### config.mk
export PLATFORM = sky130hd
export DESIGN_NAME = pwm_capture_flat
export DESIGN_NICKNAME = d
export VERILOG_FILES = /design/src/rtl/pwm_pkg.sv /design/src/rtl/pwm_capture_if.sv /design/src/rtl/pwm_in_cond.sv /design/src/rtl/pwm_capture.sv /design/src/flat_wrapper.sv
export SDC_FILE = /design/constraint.sdc
export NUM_CORES = 1
export LEC_CHECK = 0
export ABC_AREA = 1
export CORE_MARGIN = 8
export CORE_UTILIZATION = 50
export CTS_BUF_LIST = sky130_fd_sc_hd__clkbuf_4 sky130_fd_sc_hd__clkbuf_8 sky130_fd_sc_hd__clkbuf_16
export DETAILED_ROUTE_END_ITERATION = 10
export HOLD_SLACK_MARGIN = 0.02
export PLACE_DENSITY_LB_ADDON = 0.1
export REMOVE_ABC_BUFFERS = 1
export SLEW_MARGIN = 40
export SYNTH_ARGS = -nofsm -noshare
export SYNTH_HDL_FRONTEND = slang
export SYNTH_SLANG_ARGS = --single-unit
export TNS_END_PERCENT = 100
### constraint.sdc
create_clock -name clk -period 2 [get_ports clk]
set_input_delay 0.4 -clock clk [delete_from_list [all_inputs] [get_ports clk]]
set_output_delay 0.4 -clock clk [all_outputs]
set_load 0.005 [all_outputs]
### src/rtl/pwm_pkg.sv
// pwm_pkg: state encoding and counter constants shared by the PWM capture path.
package pwm_pkg;

    localparam int CNT_W_DEF = 16;
    localparam logic [CNT_W_DEF-1:0] CNT_MAX = '1;

    typedef enum logic {
        IDLE  = 1'b0,
        ARMED = 1'b1
    } state_t;

endpackage

### src/rtl/pwm_capture_if.sv
// pwm_capture_if: PWM input pin plus measurement results.
interface pwm_capture_if
    import pwm_pkg::*;
#(
    parameter int CNT_W = CNT_W_DEF
);

    logic             pulse_in;
    logic [CNT_W-1:0] high_cnt;
    logic [CNT_W-1:0] period_cnt;
    logic             meas_valid;
    logic             stuck;

    modport master (
        output pulse_in,
        input  high_cnt,
        input  period_cnt,
        input  meas_valid,
        input  stuck
    );

    modport slave (
        input  pulse_in,
        output high_cnt,
        output period_cnt,
        output meas_valid,
        output stuck
    );

endinterface

### src/rtl/pwm_in_cond.sv
// pwm_in_cond: synchronizer, optional deglitch filter (PWM_DEGLITCH_EN), edge detect.
module pwm_in_cond #(
    parameter int SYNC_STAGES = 2,
    parameter int DGL_LEN     = 4
) (
    input  logic clk,
    input  logic rst,
    input  logic i_din,
    output logic o_s,
    output logic o_rise,
    output logic o_fall
);

    logic [SYNC_STAGES-1:0] r_sync;
    logic                   w_filt;
    logic                   r_s_d;

    always_ff @(posedge clk or posedge rst) begin
        if (rst) begin
            r_sync <= '0;
        end else begin
            r_sync <= {r_sync[SYNC_STAGES-2:0], i_din};
        end
    end

`ifdef PWM_DEGLITCH_EN
    localparam int L_DW = $clog2(DGL_LEN + 1);

    logic            r_filt;
    logic [L_DW-1:0] r_dcnt;

    // Counter runs only while the input disagrees with the filtered level.
    always_ff @(posedge clk or posedge rst) begin
        if (rst) begin
            r_filt <= 1'b0;
            r_dcnt <= '0;
        end else if (r_sync[SYNC_STAGES-1] == r_filt) begin
            r_dcnt <= '0;
        end else if (r_dcnt == L_DW'(DGL_LEN - 1)) begin
            r_filt <= r_sync[SYNC_STAGES-1];
            r_dcnt <= '0;
        end else begin
            r_dcnt <= r_dcnt + 1'b1;
        end
    end

    assign w_filt = r_filt;
`else
    assign w_filt = r_sync[SYNC_STAGES-1];
`endif

    always_ff @(posedge clk or posedge rst) begin
        if (rst) begin
            r_s_d <= 1'b0;
        end else begin
            r_s_d <= w_filt;
        end
    end

    assign o_s    = w_filt;
    assign o_rise = w_filt & ~r_s_d;
    assign o_fall = ~w_filt & r_s_d;

endmodule

### src/rtl/pwm_capture.sv
// pwm_capture: measures high time and period of a PWM input, flags a stuck input.
// Define PWM_DEGLITCH_EN to insert a DGL_LEN-cycle stability filter on the input.
module pwm_capture
    import pwm_pkg::*;
#(
    parameter int CNT_W       = CNT_W_DEF,
    parameter int SYNC_STAGES = 2,
    parameter int DGL_LEN     = 4
) (
    input logic          clk,
    input logic          rst,
    pwm_capture_if.slave bus
);

    localparam logic [CNT_W-1:0] L_MAX = '1;
    localparam logic [CNT_W-1:0] L_ONE = CNT_W'(1);

    logic w_s;
    logic w_rise;
    logic w_fall_unused;

    state_t           r_state, w_state_nxt;
    logic [CNT_W-1:0] r_per, w_per_nxt;
    logic [CNT_W-1:0] r_hi, w_hi_nxt;
    logic [CNT_W-1:0] r_high, w_high_nxt;
    logic [CNT_W-1:0] r_period, w_period_nxt;
    logic             r_valid, w_valid_nxt;
    logic             r_stuck, w_stuck_nxt;

    pwm_in_cond #(
        .SYNC_STAGES (SYNC_STAGES),
        .DGL_LEN     (DGL_LEN)
    ) u_cond (
        .clk    (clk),
        .rst    (rst),
        .i_din  (bus.pulse_in),
        .o_s    (w_s),
        .o_rise (w_rise),
        .o_fall (w_fall_unused)
    );

    always_ff @(posedge clk or posedge rst) begin
        if (rst) begin
            r_state  <= IDLE;
            r_per    <= '0;
            r_hi     <= '0;
            r_high   <= '0;
            r_period <= '0;
            r_valid  <= 1'b0;
            r_stuck  <= 1'b0;
        end else begin
            r_state  <= w_state_nxt;
            r_per    <= w_per_nxt;
            r_hi     <= w_hi_nxt;
            r_high   <= w_high_nxt;
            r_period <= w_period_nxt;
            r_valid  <= w_valid_nxt;
            r_stuck  <= w_stuck_nxt;
        end
    end

    always_comb begin
        w_state_nxt  = r_state;
        w_per_nxt    = r_per;
        w_hi_nxt     = r_hi;
        w_high_nxt   = r_high;
        w_period_nxt = r_period;
        w_valid_nxt  = 1'b0;
        w_stuck_nxt  = r_stuck;
        unique case (r_state)
            IDLE: begin
                w_per_nxt = '0;
                w_hi_nxt  = '0;
                if (w_rise) begin
                    w_per_nxt   = L_ONE;
                    w_hi_nxt    = L_ONE;
                    w_state_nxt = ARMED;
                end
            end
            ARMED: begin
                // A rise on the saturating cycle is still a valid measurement.
                if (w_rise) begin
                    w_period_nxt = r_per;
                    w_high_nxt   = r_hi;
                    w_valid_nxt  = 1'b1;
                    w_stuck_nxt  = 1'b0;
                    w_per_nxt    = L_ONE;
                    w_hi_nxt     = L_ONE;
                end else if (r_per == L_MAX) begin
                    w_stuck_nxt  = 1'b1;
                    w_per_nxt    = '0;
                    w_hi_nxt     = '0;
                    w_state_nxt  = IDLE;
                end else begin
                    w_per_nxt = r_per + L_ONE;
                    w_hi_nxt  = r_hi + {{(CNT_W-1){1'b0}}, w_s};
                end
            end
        endcase
    end

    assign bus.high_cnt   = r_high;
    assign bus.period_cnt = r_period;
    assign bus.meas_valid = r_valid;
    assign bus.stuck      = r_stuck;

endmodule
### src/flat_wrapper.sv
// flat-port wrapper written by rule: the top's interface ports become plain ports
module pwm_capture_flat import pwm_pkg::*;
#(
    parameter int CNT_W       = CNT_W_DEF,
    parameter int SYNC_STAGES = 2,
    parameter int DGL_LEN     = 4
)
  (clk, rst, bus_pulse_in, bus_high_cnt, bus_period_cnt, bus_meas_valid, bus_stuck);
  pwm_capture_if #(.CNT_W(CNT_W)) bus_i ();
  input logic clk;
  input logic rst;
  input wire logic [$bits(bus_i.pulse_in)-1:0] bus_pulse_in;
  output wire logic [$bits(bus_i.high_cnt)-1:0] bus_high_cnt;
  output wire logic [$bits(bus_i.period_cnt)-1:0] bus_period_cnt;
  output wire logic [$bits(bus_i.meas_valid)-1:0] bus_meas_valid;
  output wire logic [$bits(bus_i.stuck)-1:0] bus_stuck;
  assign bus_i.pulse_in = bus_pulse_in;
  assign bus_high_cnt = bus_i.high_cnt;
  assign bus_period_cnt = bus_i.period_cnt;
  assign bus_meas_valid = bus_i.meas_valid;
  assign bus_stuck = bus_i.stuck;
  pwm_capture #(.CNT_W(CNT_W), .SYNC_STAGES(SYNC_STAGES), .DGL_LEN(DGL_LEN)) u_core (.clk(clk), .rst(rst), .bus(bus_i));
endmodule
==> impl_metrics.json, run 1 <==
{
  "cp-start-kind": "flop",
  "finalNonFillerCells": 490,
  "yosysSeqAreaShare_pct": 55.3,
  "pwr-share-clk_pct": 38.4,
  "finalSetupViolCount": 0,
  "setup_tns_ps": 0,
  "drv_cap": 0,
  "die_height_um": 95.6,
  "worstHoldPathType": "flop to flop",
  "post_cts_resized": 0,
  "io_buffer_count": 36,
  "pwr-share-comb_pct": 12.3,
  "fp.dieW_um": 95.6,
  "area_delta_synth_final_pct": 21.2,
  "critPathKind": "flop to flop",
  "die_area_mm2": 0.00914,
  "worst-path-max-fanout": 14,
  "avgViaCountPerCell": 4.92,
  "cp.buffers_inverters": 1,
  "grt_usage_pct": 16.3,
  "path_cells": "ha_1 > nand2_2 > nor2_2 > nand2_2 > nor2_4 > nand2_2 > nand3_4 > buf_4 > nor2_1",
  "cp_top_family": "simple AND/OR/NAND/NOR gates",
  "grt_pass1_vias": 2514,
  "hold_viol": 0,
  "drtIter0Drc": 86,
  "cpMaxStageDelayCell": "dfrtp_1",
  "placed_cells": 474,
  "clock_tree.root_cell": "clkbuf_8",
  "register_area_mm2": 0.00175,
  "finalWirelength_um": 6540,
  "hpwl_um": 4540,
  "ys_ff_latch": 70,
  "place_congestion": 0.850,
  "synthCells": 364,
  "route.antenna.remaining_nets": 0,
  "rsz0062_at_grt": "no",
  "dr.pass1.iters": 4,
  "grt_max_degree": 71,
  "grt_use_met1_pct": 18.4,
  "grt_use_met3_pct": 3.86,
  "fin_skew_ps": 9.18,
  "postCtsSetupRepairBufs": 0,
  "crit_path_end_kind": "flop",
  "slew_viol_final": 0,
  "p_int_uw": 2500,
  "drc": 0,
  "cts-hold-fix-buffers": 0,
  "layout_worst_path_cycle_share_pct": 82.2,
  "arrival_ps": 1870,
  "wl_per_cell_um": 13.4,
  "seqPwrFrac_pct": 49.3,
  "synth_area_mm2": 0.00317,
  "syn_area_per_cell_um2": 8.70,
  "crit_path_max_incr_delay_ps": 380,
  "multi_input_area_mm2": 0.00122,
  "core_mm2": 0.00624,
  "netSwitchingFraction_pct": 24.5,
  "nFillCells": 559,
  "worst_slew_pin_slew_ps": 369,
  "nets": 414,
  "period_minus_slack_ps": 1640,
  "grt_pass1_wl_um": 11500,
  "gr-total-overflow": 0,
  "use_met2_pct": 28.0,
  "busiest_layer": "met2",
  "irDropWorstVdd_uv": 571,
  "yosysWarnings": 0,
  "slew_headroom_pct": 75.4,
  "vias": 2410,
  "clock_path_buffers": 2,
  "cts_buffers": 9,
  "antenna_found_initial": 0,
  "diodes": 0,
  "clk_latency_ps": 340,
  "cts_tree": "yes",
  "start_util_pct": 50.8,
  "outcome": "finished, final reports clean",
  "max_freq_mhz": 608,
  "synth_cell_types": 21,
  "p_leak_uw": 0.00169,
  "drive_above_1_share_pct": 13.6,
  "io_pins": 37,
  "clock_sinks": 70,
  "num_rows": 29,
  "worstPathRequired_ps": 2230,
  "power_density_mw_per_mm2": 863,
  "fin_hold_ws_ps": 368,
  "cp_common_cell": "nand2_2",
  "cts-htree-levels": 3,
  "clk_pin_slew_ps": 70,
  "p_sw_uw": 812
}
==> placed cells by master, fill, tap and decap left out, types with 10 or more instances in the layout <==
master and n:
dfrtp_1 70, clkdlybuf4s50_1 36, nor2_2 23, nand3_1 11, nor2_1 36, xor2_1 12, inv_1 30, clkbuf_8 10
o21ai_0 38, nand2_1 114
==> path summary, 6_finish.rpt <==
kind | startpoint | endpoint | slack, ps | cells after the start
min reg2reg | u_core.u_cond.r_sync[0] | u_core.u_cond.r_sync[1] | 370 | 0
max reg2reg | u_core.r_per[1] | u_core.r_hi[15] | 360 | 9
max | u_core.r_per[1] | u_core.r_hi[15] | 360 | 9
max in group asynchronous | rst | u_core.r_per[10] | 1250 | 3
min | u_core.u_cond.r_sync[0] | u_core.u_cond.r_sync[1] | 370 | 0
min in group asynchronous | rst | u_core.bus.high_cnt[2] | 450 | 3
==> power groups by stage <==
stage	Clock (uW)	Sequential (uW)	Combinational, uW
3_5_place_dp	0	1660	418
4_1_cts	1310	1630	421
2_1_floorplan	0	1640	222
5_1_grt	1360	1650	460
6_report	1270	1630	407
3_3_place_gp	0	1650	410
==> Yosys cell counts <==
cell / n / area, um2
nor2_4: 3 / 33.8
nand2_2: 4 / 25.0
nand3_4: 1 / 17.5
nor2_1: 36 / 135
xor2_1: 12 / 105
clkbuf_2: 1 / 5.00
nand4_1: 3 / 18.8
a21oi_1: 1 / 5.00
inv_2: 3 / 11.3
buf_2: 4 / 20.0
nor2_2: 23 / 144
nand3_1: 11 / 55.1
inv_1: 31 / 116
buf_12: 2 / 40.0
ha_1: 3 / 37.5
o21ai_0: 38 / 190
xnor2_1: 2 / 17.5
nand2_1: 114 / 428
clkbuf_1: 1 / 3.75
a211oi_1: 1 / 7.51
dfrtp_1: 70 / 1750
==> per-stage QoR <==
step	setup WS [ps]	cell area, um2	utilization, %	power, uW
finish	356	3840	61.5	3310
global route	219	3840	61.5	3470
CTS	330	3840	61.5	3360
detailed placement	371	3620	58.0	2070
global placement	448	3620	58.0	2060
floorplan	-168	3100	-	1870
==> state kept, by name, summed over array words and instances, names as in the netlist <==
| name | flops |
|---|---|
| u_core.u_cond.r_sync | 2 |
| u_core.bus.stuck | 1 |
| u_core.r_hi | 16 |
| u_core.bus.meas_valid | 1 |
| u_core.bus.high_cnt | 16 |
| u_core.u_cond.r_s_d | 1 |
| u_core.bus.period_cnt | 16 |
| u_core.r_per | 16 |
| u_core.r_state | 1 |
==> cell type report <==
type                       count  share of cell area, %
timing repair buffer          41                   11.0
tap                           77                   2.51
clock inverter                 4                   1.82
inverter                      34                   3.32
sequential                    70                   45.6
clock buffer                  12                   3.97
multi-input combinational    252                   31.8
==> cell families after synthesis <==
group / share of synthesized area, %
and+or+nand+nor: 27.1
DFF: 55.3
buffers and inverters: 6.20
AOI/OAI and AO/OA: 6.40
xor gates and xnor gates: 3.87
adders and majority gates: 1.18
==> per-layer routing <==
| metal | vias up | wire length, um |
|---|---|---|
| li1 | 1219 | - |
| met5 | - | 0 |
| met4 | 0 | 121 |
| met1 | 1139 | 2840 |
| met3 | 11 | 312 |
| met2 | 41 | 3270 |
Note: power is estimated with default switching activity, not from simulation.
==> inputs of run 2 (changes only) <==
==> constraint.sdc (replaced) <==
create_clock -name clk -period 1.32 [get_ports clk]
set_input_delay 0.264 -clock clk [delete_from_list [all_inputs] [get_ports clk]]
set_output_delay 0.264 -clock clk [all_outputs]
set_load 0.005 [all_outputs]
==> run 2 against run 1 <==
The run now ends with negative setup slack left. Clock skew about the same. Sequential power up 52%. Die area unchanged. Critical path type unchanged. Final cell count up 7.3%.
==> impl_metrics.json, run 2 (synthesized netlist as in run 1, its figures left out) <==
{
  "grt_pass1_wl_um": 11800,
  "layout_commonest_cell": "nand2_1",
  "cp.buffers_inverters": 1,
  "fin_hold_ws_ps": 283,
  "crit_path_max_incr_delay_ps": 390,
  "hold_viol": 0,
  "worstPathRequired_ps": 1560,
  "io_pins": 37,
  "cpMaxStageDelayCell": "dfrtp_1",
  "diodes": 0,
  "p_leak_uw": 0.00207,
  "finalSetupViolCount": 60,
  "nFillCells": 509,
  "pwr-share-clk_pct": 33.4,
  "finalWirelength_um": 7450,
  "dr.pass1.iters": 5,
  "avgViaCountPerCell": 4.95,
  "r2r_slack_ps": -90,
  "irDropWorstVdd_uv": 927,
  "p_sw_uw": 1340,
  "p_int_uw": 3590,
  "nets": 450,
  "seqPwrFrac_pct": 50.2,
  "max_freq_mhz": 708,
  "worstHoldPathType": "primary input to asynchronous set/reset pin",
  "wl_per_cell_um": 14.2,
  "final_area_mm2": 0.00437,
  "worst-path-max-fanout": 6,
  "layout_common_cells": "84 x nand2_1, 70 x dfrtp_1, 31 x buf_4, 30 x nand2_2, 30 x dlygate4sd2_1",
  "clock_sinks": 70,
  "grt_pass1_vias": 2633,
  "critPathKind": "flop to flop",
  "violations": "negative setup slack",
  "arrival_ps": 1650,
  "area_delta_synth_final_pct": 37.8,
  "total_power_uw": 4940,
  "drv_cap": 0,
  "clock_path_buffers": 2,
  "clk_latency_ps": 350,
  "gr-total-overflow": 0,
  "drive_above_1_share_pct": 32.7,
  "cp_top_family": "simple AND/OR/NAND/NOR gates",
  "placed_area_mm2": 0.00386,
  "slew_viol_final": 0,
  "fin_ws_ps": -92.9,
  "r2r-start": "u_core.r_per[0]",
  "grt_usage_pct": 16.7,
  "slew_headroom_pct": 80.9,
  "place_ws_ps": -106,
  "cp.depth": 9,
  "rsz0062_at_grt": "yes",
  "worst_slew_pin_slew_ps": 285,
  "clk_pin_slew_ps": 70,
  "io_buffer_count": 36,
  "r2r_end": "u_core.r_per[5]",
  "cts-htree-levels": 3,
  "cp_common_cell": "nand2_2",
  "route.antenna.remaining_nets": 0,
  "hpwl_um": 4720,
  "die_height_um": 95.6,
  "r2r_cells": 9,
  "antenna_found_initial": 0,
  "die_area_mm2": 0.00914,
  "clock_tree.root_cell": "clkbuf_8",
  "fin_skew_ps": 9.01,
  "critPathLaunch": "u_core.r_per[0]",
  "vias": 2603,
  "fp.dieW_um": 95.6,
  "cts-hold-fix-buffers": 0,
  "num_rows": 29,
  "power_density_mw_per_mm2": 1130,
  "cp-start-kind": "flop",
  "netSwitchingFraction_pct": 27.2,
  "outcome": "complete, but fails checks",
  "path_cells": "ha_4 > nand2_2 > nor2_2 > nand2_2 > nor2_4 > nand2_2 > nand3_4 > clkbuf_16 > nor2_2",
  "place_congestion": 0.821,
  "layout_worst_path_cycle_share_pct": 107,
  "cts_buffers": 9,
  "grt_max_degree": 40,
  "pwr-share-comb_pct": 16.4,
  "start_util_pct": 50.8,
  "core_mm2": 0.00624,
  "cts_tree": "yes",
  "crit_path_end_kind": "flop",
  "drtIter0Drc": 84,
  "period_minus_slack_ps": 1410,
  "drc": 0,
  "crit_end": "u_core.r_per[5]"
}
[run 2: cell count changes in the layout (fill, tap and decap cells not counted), moves of 7 or more]
cell / delta
o21ai_0: -34
nor2_1: -7
clkdlybuf4s50_1: -34
nand2_2: +26
buf_4: +28
nand2_1: -30
o21ai_2: +8
o21ai_1: +26
dlygate4sd2_1: +30
[run 2: layout make-up]
type	instances	area [um2]	area share [%]
multi-input combinational	252	1420	32.5
sequential	70	1750	40.1
clock inverter	3	17.5	0.401
timing repair buffer	77	776	17.8
tap	77	96.3	2.21
inverter	34	133	3.04
clock buffer	13	173	3.96
[run 2: through the flow]
step	util, %	std cells	TNS, ps
finish	69.9	526	-3000
global route	69.9	526	-7450
CTS	65.4	521	-1680
detailed placement	61.8	499	-2570
global placement	61.8	499	-1060
floorplan	-	356	-56570
[run 2: worst min-delay path by stage]
stage	start	end	slack, ps
after floorplan	bus_pulse_in	u_core.u_cond.r_sync[0]	300
after global placement	u_core.u_cond.r_sync[0]	u_core.u_cond.r_sync[1]	340
after detailed placement	u_core.u_cond.r_sync[0]	u_core.u_cond.r_sync[1]	350
after CTS	rst	u_core.bus.high_cnt[1]	300
after global routing	rst	u_core.bus.high_cnt[1]	310
final	rst	u_core.u_cond.r_sync[1]	280
[run 2: power by group through the flow]
stage | logic (uW) | clock network (uW) | registers, uW
floorplan | 336 | 0 | 2490
global placement | 723 | 0 | 2480
global route | 895 | 1800 | 2510
finish | 808 | 1650 | 2480
CTS | 731 | 1700 | 2460
detailed placement | 732 | 0 | 2490
[run 2: repair_timing]
item / CTS / global route
cloned: 0 / 4
setup buffers: 7 / 1
gates resized for setup: 48 / 89
pin swaps: 2 / 7
endpoints found under the setup margin: 65 / 61
hold endpoints to repair: 0 / 0
[run 2: worst min-delay path: stages]
cell	delay, ps
clkdlybuf4s50_1	420
inv_2	110
buf_12	200
[run 2: routing by layer]
metal	share of wire, %	GRT usage, %	wire length, um	up-vias
li1	-	-	-	1297
met1	41	19.0	3080	1247
met2	53	28.9	3930	44
met3	3.9	3.07	292	15
met4	1.8	9.22	136	0
met5	0	0	0	-
